===== src/rtl/ex_mem.sv =====
// EX/MEM pipeline stage: latches EX results, runs the data-memory handshake,
// and produces forwarding, load-use stall and register-file writeback.
module ex_mem #(
    parameter int XLEN       = 32,
    parameter int REG_ADDR_W = 5
) (
    input  logic                  clk_in,
    input  logic                  rst_in,
    input  logic                  rdy_in,
    input  logic                  clear,
    input  logic                  ex_valid,
    input  logic [REG_ADDR_W-1:0] ex_rd_addr,
    input  logic [XLEN-1:0]       ex_result,
    input  logic [XLEN-1:0]       ex_mem_addr,
    input  logic [XLEN-1:0]       ex_store_data,
    input  logic                  ex_is_load,
    input  logic                  ex_is_store,
    input  logic [2:0]            ex_mem_width,
    input  logic [REG_ADDR_W-1:0] id_r1_addr,
    input  logic [REG_ADDR_W-1:0] id_r2_addr,
    output logic                  mem_req,
    output logic                  mem_we,
    output logic [XLEN-1:0]       mem_addr,
    output logic [XLEN-1:0]       mem_wdata,
    output logic [2:0]            mem_width,
    input  logic                  mem_done,
    input  logic [XLEN-1:0]       mem_rdata,
    output logic                  forward_ex_enable,
    output logic [REG_ADDR_W-1:0] forward_ex_addr,
    output logic [XLEN-1:0]       forward_ex_data,
    output logic                  forward_mem_enable,
    output logic [REG_ADDR_W-1:0] forward_mem_addr,
    output logic [XLEN-1:0]       forward_mem_data,
    output logic                  stall_out,
    output logic                  wb_enable,
    output logic [REG_ADDR_W-1:0] wb_addr,
    output logic [XLEN-1:0]       wb_data
);

    typedef enum logic {IDLE, MEM_WAIT} state_e;

    state_e                state_q;
    logic                  valid_q;
    logic [REG_ADDR_W-1:0] rd_q;
    logic [XLEN-1:0]       result_q;
    logic [XLEN-1:0]       addr_q;
    logic [XLEN-1:0]       wdata_q;
    logic [2:0]            width_q;
    logic                  is_load_q;
    logic                  is_store_q;
    logic                  ld_done_q;
    logic                  mem_req_q;
    logic                  mem_we_q;
    logic                  wb_en_q;

    logic ex_rd_nz;
    logic load_use;
    logic take;

    assign ex_rd_nz = (ex_rd_addr != '0);
    assign take     = ex_valid & ~clear;

    assign forward_ex_enable = ex_valid & ~ex_is_load & ex_rd_nz;
    assign forward_ex_addr   = ex_rd_addr;
    assign forward_ex_data   = ex_result;

    // The stall holds the consumer in ID; the load itself still advances.
    assign load_use = ex_valid & ex_is_load & ex_rd_nz &
                      ((ex_rd_addr == id_r1_addr) |
                       (ex_rd_addr == id_r2_addr));
    assign stall_out = load_use | ((state_q == MEM_WAIT) & ~mem_done);

    assign forward_mem_enable = valid_q & (rd_q != '0) & ~is_store_q &
                                (~is_load_q | ld_done_q);
    assign forward_mem_addr   = rd_q;
    assign forward_mem_data   = result_q;

    assign mem_req   = mem_req_q;
    assign mem_we    = mem_we_q;
    assign mem_addr  = addr_q;
    assign mem_wdata = wdata_q;
    assign mem_width = width_q;

    assign wb_enable = wb_en_q;
    assign wb_addr   = rd_q;
    assign wb_data   = result_q;

    always_ff @(posedge clk_in or negedge rst_in) begin
        if (!rst_in) begin
            state_q    <= IDLE;
            valid_q    <= 1'b0;
            rd_q       <= '0;
            result_q   <= '0;
            addr_q     <= '0;
            wdata_q    <= '0;
            width_q    <= '0;
            is_load_q  <= 1'b0;
            is_store_q <= 1'b0;
            ld_done_q  <= 1'b0;
            mem_req_q  <= 1'b0;
            mem_we_q   <= 1'b0;
            wb_en_q    <= 1'b0;
        end else if (rdy_in) begin
            unique case (state_q)
                IDLE: begin
                    wb_en_q   <= 1'b0;
                    ld_done_q <= 1'b0;
                    mem_req_q <= 1'b0;
                    mem_we_q  <= 1'b0;
                    if (take) begin
                        valid_q    <= 1'b1;
                        rd_q       <= ex_rd_addr;
                        result_q   <= ex_result;
                        addr_q     <= ex_mem_addr;
                        wdata_q    <= ex_store_data;
                        width_q    <= ex_mem_width;
                        is_load_q  <= ex_is_load;
                        is_store_q <= ex_is_store;
                        if (ex_is_load | ex_is_store) begin
                            state_q   <= MEM_WAIT;
                            mem_req_q <= 1'b1;
                            mem_we_q  <= ex_is_store;
                        end else begin
                            wb_en_q <= ex_rd_nz;
                        end
                    end else begin
                        valid_q    <= 1'b0;
                        rd_q       <= '0;
                        is_load_q  <= 1'b0;
                        is_store_q <= 1'b0;
                    end
                end
                MEM_WAIT: begin
                    if (mem_done) begin
                        state_q   <= IDLE;
                        mem_req_q <= 1'b0;
                        mem_we_q  <= 1'b0;
                        if (is_load_q) begin
                            result_q  <= mem_rdata;
                            ld_done_q <= 1'b1;
                            wb_en_q   <= (rd_q != '0);
                        end
                    end
                end
            endcase
        end
    end

endmodule


===== config.mk =====
export PLATFORM = sky130hd
export DESIGN_NAME = ex_mem
export DESIGN_NICKNAME = d
export VERILOG_FILES = /design/src/rtl/ex_mem.sv
export SDC_FILE = /design/constraint.sdc
export NUM_CORES = 1
export LEC_CHECK = 0
export ABC_AREA = 1
export BUFFER_PORTS_ARGS = -buffer_cell sky130_fd_sc_hd__buf_4
export CORE_AREA = 2 2 131 133
export CTS_CLUSTER_SIZE = 14
export DETAILED_ROUTE_END_ITERATION = 8
export DIE_AREA = 0 0 133 135
export GPL_ROUTABILITY_DRIVEN = 0
export PLACE_DENSITY = 0.76
export SYNTH_ARGS = -nofsm -noshare
export SYNTH_HDL_FRONTEND = slang
export SYNTH_SLANG_ARGS = --single-unit
export TNS_END_PERCENT = 5

===== constraint.sdc =====
create_clock -name clk_in -period 1.7 [get_ports clk_in]
set_input_delay 0.085 -clock clk_in [delete_from_list [all_inputs] [get_ports clk_in]]
set_output_delay 0.085 -clock clk_in [all_outputs]
set_load 0.02 [all_outputs]

==> flow_summary.toml <==
[floorplanning]
die_area_um2 = 17960
die_w_um = 133
die_h_um = 135
coreArea_um2 = 16410
rows = 47
io_pins = 338
start_util = 0.3424

[clock_network]
cts-resized-gates = 0
cts_buffers = 9
clk_pin_slew_ps = 70
clockRootBuffer = "clkbuf_16"
cts_setup_buffers = 0
ctsHoldBuffers = 69
cts_tree = "yes"
clock_path_buffers = 2
cts_htree_levels = 3
clk_latency_ps = 350
clock_sinks = 112

[synthesis]
yosys_warnings = 0
synthFlopType = "dfrtp_1"
seq_area_frac_synth = 0.4989
synth_fa_ha_area_frac = 0
async_flop_share = 1.000
ys_seq_elements = 112
synthesis.instances = 571
synth-simple-area-share = 0.1290
synth_top_area_share = 0.4989
syn_area_um2 = 5618
synth_compound_area_frac = 0.04900
synth_top_family_by_area = "buffers and inverters"
muxShareOfSynthArea = 0.1550
synth_area_leader_cell = "dfrtp_1"
syn_avg_cell_area_um2 = 9.839
synth_edf_count = 0
synth_cell_types = 22
synth_xor_xnor_area_share = 0.003118
synthesis.nets = 725
synth_area_leaders = "dfrtp_1 50%, nand2_1 11%, buf_4 10%"

[finish]
final_nets = 1056
utilization = 0.5383
final_cell_mix = "342 x buf_4, 161 x nand2_1, 112 x dfrtp_1, 69 x dlygate4sd3_1, 57 x inv_1"
final_common_cell = "buf_4"
drive_above_1_share = 0.4785
insertedDiodeCount = 0
area_delta_synth_final_pct = 57.22

[sta]
max_freq_ghz = 0.6532
final.setup.tns_ps = 0
skew_ps = 7.170
layout_setup_ws_ps = 169.1
final_hold_viol_count = 0
timing.final.setup_violations = 0
period_minus_slack_ps = 1531
slew_headroom = 0.6613
slew_viol_final = 0
grt_setup_unrepaired = "no"
period_share = 0.9005
worst_pin_slew_ps = 508.0

[worst_setup_path]
critical_path_class = "register to primary output"
crit_family = "flip-flops"
path_cells = "nor3_1 > nand3_1 > o2111ai_1 > inv_1 > buf_4"
worstPathRequired_ps = 1620
worst_path_largest_cell_delay_ps = 430
arrival_ps = 1450
crit_slowest_cell = "dfrtp_1"
path_buf_inv = 2
endpoint_kind = "primary output"
start_kind = "register"
path_max_fanout = 4

[global_routing]
grt_start_max_net_pins = 65
grt_usage = 0.1860
grt_pass1_wl_um = 26370
first_global_vias = 5090
grt.overflow.total = 0
antenna_found_initial = 0

[pwr]
p_leak_nw = 4.756
ir_drop_uv = 623.9
power.density_nw_per_um2 = 1278

[hold_path]
hp-class = "primary input to register"

[run_status]
run_status = "complete, no violations"

[job]
max-cap-violations = 0

[route]
vias = 4931
wl_um = 17120
detail_route.wl_per_cell_um = 15.19
ant_nets = 0
drt_first_pass_iters = 4
avgViaCountPerCell = 4.375
initialDrtViolationCount = 129
drcViolationCount = 0

[place]
dpl.hpwl_um = 12460
port-buffer-count = 337
place_ws_ps = 218.4
[synth_stat cells, types with 2 or more instances]
cell and number:
mux2_4 31, o21ai_0 40, nand3_1 9, buf_2 9, buf_6 6, nor2_1 9, inv_2 2, clkbuf_1 4
xnor2_1 2, mux2_2 36, dfrtp_1 112, inv_1 57, o22ai_1 4, a21oi_1 4, buf_4 77, nand2_1 161
nor3_1 3
[worst reg2reg max path, cell delays in order, from the launching register on]
cell     delay (ps)
dfrtp_1         510
buf_4           210
nand2_1          90
a21oi_4         170
buf_12          230
nand2_1         110
o21ai_0          80
[state kept, by name, indices dropped and copies added (netlist names), 3 cells and up]
signal            cells
forward_mem_data     32
mem_addr             32
mem_wdata            32
forward_mem_addr      5
mem_width             3
[metrics by stage]
stage / hold WS [ps] / total power [mW] / instance area [µm²] / cells
global placement: 75.44 / 9.066 / 7860 / 1042
floorplan: -210.6 / 7.074 / 5618 / 571
finish: 22.67 / 11.29 / 8832 / 1127
detailed placement: 77.89 / 9.178 / 7860 / 1042
CTS: 3.328 / 11.39 / 8832 / 1127
global route: 12.78 / 11.85 / 8832 / 1127
[power by group]
part | switching (mW) | internal (mW)
clock | 0.991 | 1.02
sequential | 0.627 | 3.47
combinational | 2.72 | 2.46
[final timing paths]
kind                                startpoint                    to  slack [ps]  cells after the start
min in group asynchronous               rst_in           mem_addr[1]         250                      2
min                                     rdy_in               mem_req          20                      3
min reg2reg                             mem_we                mem_we         490                      2
max                        forward_mem_addr[3]    forward_mem_enable         170                      5
max reg2reg                            state_q   forward_mem_data[2]         200                      6
max in group asynchronous               rst_in  forward_mem_data[20]         830                      3
[cell type report]
class	count	area (µm²)
Clock buffer	10	229.0
Multi-Input combinational cell	304	1893
Inverter	59	221.5
Fill cell	1425	7575
Clock inverter	6	52.55
Timing Repair Buffer	416	3358
Sequential cell	112	2803
Tap cell	220	275.3
[logic make-up after synthesis]
kind of cell / Yosys count
DFF: 112
xor gates and xnor gates: 2
and+or+nand+nor: 184
AOI/OAI and AO/OA: 51
muxes: 67
buffers and inverters: 155
[per-layer routing]
metal,vias to the layer above,routed length (µm),GRT usage
met5,-,0,0
met4,0,463,0.06930
met3,35,1016,0.04092
met2,202,9220,0.3472
met1,2314,6423,0.2074
li1,2380,-,-
Note: power is estimated with default switching activity, not from simulation.
